File: src/rtl/enc_pkg.sv
// Shared types and constants for the serial 4-to-2 encoder.
package enc_pkg;

  localparam int N = 4;
  localparam int W = 2;

  typedef enum logic {
    IDLE,
    SERVE
  } state_e;

  function automatic logic popcount_gt1(input logic [0:N-1] v);
    int cnt;
    cnt = 0;
    for (int i = 0; i < N; i++) begin
      cnt = cnt + int'(v[i]);
    end
    return (cnt > 1);
  endfunction

endpackage

File: src/rtl/prio_enc4.sv
// Combinational lowest-index finder: idx is the smallest i with vec[i] set.
module prio_enc4
  import enc_pkg::*;
(
  input  logic [0:N-1]  vec,
  output logic [W-1:0]  idx,
  output logic          any
);

  always_comb begin
    idx = '0;
    any = |vec;
    // Scan downward so the lowest set index wins.
    for (int i = N - 1; i >= 0; i--) begin
      if (vec[i]) begin
        idx = W'(i);
      end
    end
  end

endmodule

File: src/rtl/enc4to2_serial.sv
// Captures a request vector and replays its set bits as a code stream over valid/ready.
module enc4to2_serial
  import enc_pkg::*;
(
  input  logic          clk,
  input  logic          rst,
  input  logic          En,
  input  logic [0:N-1]  D,
  input  logic          ready,
  output logic [W-1:0]  S,
  output logic          valid,
  output logic          busy,
  output logic          multi,
  output logic          done
);

  state_e         state_q, state_d;
  logic [0:N-1]   pending_q, pending_d;
  logic [W-1:0]   s_q, s_d;
  logic           valid_q, valid_d;
  logic           busy_q, busy_d;
  logic           multi_q, multi_d;
  logic           done_q, done_d;

  logic [0:N-1]   pend_clr;
  logic [0:N-1]   vec;
  logic [W-1:0]   idx;
  logic           any;

  // One finder serves both the first code (from D) and every following code.
  prio_enc4 u_prio (
    .vec (vec),
    .idx (idx),
    .any (any)
  );

  always_ff @(posedge clk) begin
    if (rst) begin
      state_q   <= IDLE;
      pending_q <= '0;
      s_q       <= '0;
      valid_q   <= 1'b0;
      busy_q    <= 1'b0;
      multi_q   <= 1'b0;
      done_q    <= 1'b0;
    end else begin
      state_q   <= state_d;
      pending_q <= pending_d;
      s_q       <= s_d;
      valid_q   <= valid_d;
      busy_q    <= busy_d;
      multi_q   <= multi_d;
      done_q    <= done_d;
    end
  end

  always_comb begin
    pend_clr      = pending_q;
    pend_clr[s_q] = 1'b0;
    vec           = (state_q == IDLE) ? D : pend_clr;

    state_d   = state_q;
    pending_d = pending_q;
    s_d       = s_q;
    valid_d   = valid_q;
    busy_d    = busy_q;
    multi_d   = multi_q;
    done_d    = 1'b0;

    case (state_q)
      IDLE: begin
        if (En && any) begin
          pending_d = D;
          state_d   = SERVE;
          s_d       = idx;
          valid_d   = 1'b1;
          busy_d    = 1'b1;
          multi_d   = popcount_gt1(D);
        end
      end
      SERVE: begin
        // valid is always high here, so ready alone completes a handshake.
        if (ready) begin
          pending_d = pend_clr;
          if (any) begin
            s_d = idx;
          end else begin
            valid_d = 1'b0;
            busy_d  = 1'b0;
            done_d  = 1'b1;
            state_d = IDLE;
          end
        end
      end
      default: state_d = IDLE;
    endcase
  end

  assign S     = s_q;
  assign valid = valid_q;
  assign busy  = busy_q;
  assign multi = multi_q;
  assign done  = done_q;

endmodule
File: config.mk
export PLATFORM = sky130hd
export DESIGN_NAME = enc4to2_serial
export DESIGN_NICKNAME = d
export VERILOG_FILES = /design/src/rtl/enc_pkg.sv /design/src/rtl/prio_enc4.sv /design/src/rtl/enc4to2_serial.sv
export SDC_FILE = /design/constraint.sdc
export NUM_CORES = 1
export LEC_CHECK = 0
export BUFFER_PORTS_ARGS = -buffer_cell sky130_fd_sc_hd__buf_2
export CAP_MARGIN = 20
export CORE_AREA = 2 2 39 41
export DETAILED_ROUTE_END_ITERATION = 10
export DIE_AREA = 0 0 41 43
export GPL_TIMING_DRIVEN = 0
export PLACE_DENSITY_LB_ADDON = 0.05
export SLEW_MARGIN = 40
export SYNTH_ARGS = -nofsm -noshare
export SYNTH_HDL_FRONTEND = slang
export SYNTH_HIERARCHICAL = 1
export SYNTH_SLANG_ARGS = --single-unit
File: constraint.sdc
create_clock -name clk -period 2.15 [get_ports clk]
set_input_delay 0.3225 -clock clk [delete_from_list [all_inputs] [get_ports clk]]
set_output_delay 0.3225 -clock clk [all_outputs]
set_load 0.05 [all_outputs]
==> run_results.csv <==
group,metric,value,unit
outcome,status,"finished clean",
detailed_routing,drc,0,
cts,cts_sinks,10,
grt,grt_max_degree,11,
pwr,total_power,0.566,mW
synthesis,synth_top_flop_cell,"dfxtp_1",
detailed_routing,first_iter_violations,7,
worst_setup_path,path_cells,"buf_6, buf_2, nand2b_1, nand2_1, nor2_1, nand2_1, nand3b_4, nand2_4, a221oi_2",
cts,clockBufferDepth,2,
worst_setup_path,crit_type,"flop to flop",
sta,max_freq,0.561,GHz
worst_setup_path,cp_slowest_stage_delay,330,ps
detailed_routing,routed-via-count,551,
pwr,leakagePower,0.343,nW
detailed_routing,first_pass_iters,4,
sta,clock_skew,2.61,ps
placed_design,gp_congestion,0.705,
cts,hold_buffers,0,
worst_setup_path,worstSetupStartpointType,"flop",
synthesis,syn_nets,82,
placed_design,placement.io_buffers,13,
detailed_routing,drt.antenna.violating_nets,0,
worst_setup_path,cp_common_cell,"nand2_1",
cts,h-tree-depth,1,
floorplanning,die_h,43,µm
worst_setup_path,cp_data_required_time,2340,ps
cts,cts_buffers,3,
sta,fin_hold_ws,347,ps
sta,finalCritPeriodShare,82.9,%
pwr,clockPowerShare,30.5,%
floorplanning,core.rowCount,14,
sta,period_minus_slack,1780,ps
sta,setup_violations,0,
finish,drive_gt1_share,28.9,%
synthesis,async_reset_ff_share,0,%
synthesis,postSynthCellCount,73,
worst_setup_path,cp.arrival,1970,ps
grt,grt_overflow,0,
cts,root_buffer,"clkbuf_4",
sta,worst_pin_slew,476,ps
grt,grt_pass1_wl,1990,µm
worst_setup_path,crit_path_end_kind,"flop",
floorplanning,die-area,1760,µm²
pwr,switching_share,33.6,%
sta,tns,0,ps
pwr,power.share.sequential,38.4,%
worst_setup_path,slowest_stage,"dfxtp_1",
sta,setup_slack,367,ps
synthesis,syn-cell-area,617,µm²
cts,tritoncts,"yes",
synthesis,synth-edff-count,0,
cts,clk_latency,270,ps
pwr,comb_power_share,31.1,%
sta,final-hold-violation-count,0,
pwr,peakVddDrop,423,µV
synthesis,yosysSeqAreaShare,32.5,%
finish,nNetsFinal,100,
worst_setup_path,reg2reg_slack,370,ps
pwr,cellInternalPower,0.376,mW
synthesis,synth-seq-cells,10,
pwr,switching_power,0.190,mW
cts,clkTransAtPathRegs,70,ps
detailed_routing,post_drt_wl_per_cell,11.9,µm
detailed_routing,vias_per_cell,5.20,
worst_setup_path,path_max_fanout,10,
floorplanning,die_w,41,µm
floorplanning,pin_count,14,
sta,drv_slew,0,
hold_path,hp-class,"input port to flop",
finish,area_growth,19.7,%
sta,slew_headroom,68.3,%
cts,postCtsSetupBuffers,0,
worst_setup_path,path_delay_family,"simple AND/OR/NAND/NOR gates",
pwr,p_per_area,767,nW/µm²
floorplanning,coreArea,1380,µm²
placed_design,post-place-cells,102,
synthesis,syn_area_per_cell,8.45,µm²
cts,cts_resized,0,
grt,grt_pass1_vias,490,
placed_design,dp_hpwl,938,µm
worst_setup_path,critPathBufInv,2,
synthesis,synthDistinctLibCells,26,
floorplanning,initial_core_util,44.6,%
grt,antenna_found_initial,0,
detailed_routing,routed_wl,1260,µm
run,drv_cap,0,
finish,fin_cells,106,
finish,insertedDiodeCount,0,
synthesis,ys_warn_count,6,
placed_design,pre_cts_ws,383,ps
sta,rsz0062_at_grt,"false",
grt,grt_usage,16.9,%
-- flip-flops by register name (all words and copies together), names as in the netlist --
name and cells:
done 1, state_q 1, S 2, pending_q 4, multi 1, busy 1
-- cell usage after synthesis, types with 2 or more instances --
cell / instances / area share [%]
nand2b_1: 13 / 13
nand3_1: 3 / 2.4
a21oi_1: 5 / 4.1
nor2_1: 4 / 2.4
nand2_1: 7 / 4.3
a21o_1: 4 / 4.9
a21oi_2: 2 / 2.8
a31oi_1: 3 / 3.0
mux2i_1: 2 / 3.2
dfxtp_1: 10 / 32
inv_1: 5 / 3.0
-- cells by family after synthesis --
family | synth area share [%]
simple gates | 29.4
compound gates | 24.1
flops | 32.5
buf+inv | 7.50
mux | 3.25
fa+ha+maj | 3.25
-- worst reg2reg max path, stage by stage, from the launching register on --
cell      delay, ps
dfxtp_1         330
buf_6           120
buf_2           200
nand2b_1        160
nand2_1          70
nor2_1          140
nand2_1         160
nand3b_4        180
nand2_4          80
a221oi_2        260
-- power by group through the flow --
stage          Sequential (mW)  Combinational [mW]  Clock (mW)
6_report                 0.218               0.176       0.173
4_1_cts                  0.218               0.178       0.179
3_5_place_dp             0.222               0.177           0
2_1_floorplan            0.246               0.113           0
3_3_place_gp             0.222               0.175           0
5_1_grt                  0.221               0.192       0.182
-- path summary, 6_finish.rpt --
kind / from / endpoint / depth (start not counted)
setup / recovery: state_q$_SDFF_PP0_ / pending_q[0]$_SDFFE_PP0P_ / 9
hold / removal: rst / S[0]$_SDFFE_PP0P_ / 3
setup reg to reg: state_q$_SDFF_PP0_ / pending_q[0]$_SDFFE_PP0P_ / 9
hold reg to reg: multi$_SDFFE_PP0P_ / multi$_SDFFE_PP0P_ / 2
-- cells in the final DEF, fill, tap and decap left out, drive strengths merged, types with 2 or more instances in the layout --
cell    instances
mux2i           2
clkbuf          5
nand3           3
a21o            4
buf            16
dfxtp          10
a31oi           3
nand2           8
a21oi           7
inv             5
nor2            4
nand2b         13
-- stage by stage --
step                      util (%)  cell area (µm²)
after detailed placement      50.7              702
after global placement        50.7              702
after global routing          53.3              738
after CTS                     53.3              738
final                         53.3              738
after floorplan                  -              617
-- layout make-up --
type                            instances  area [µm²]
Sequential cell                        10         200
Buffer                                  4        27.5
Tap cell                               16        20.0
Timing Repair Buffer                   13        65.1
Inverter                                5        18.8
Clock buffer                            4        36.3
Multi-Input combinational cell         54         370
Fill cell                             140         646
-- metal layers --
metal / part of all wire, % / global-route usage (%)
met3: 3.2 / 3.14
met5: 0 / 0
met4: 1.1 / 10.0
met1: 49 / 23.5
met2: 47 / 23.1
Note: power is estimated with default switching activity, not from simulation.
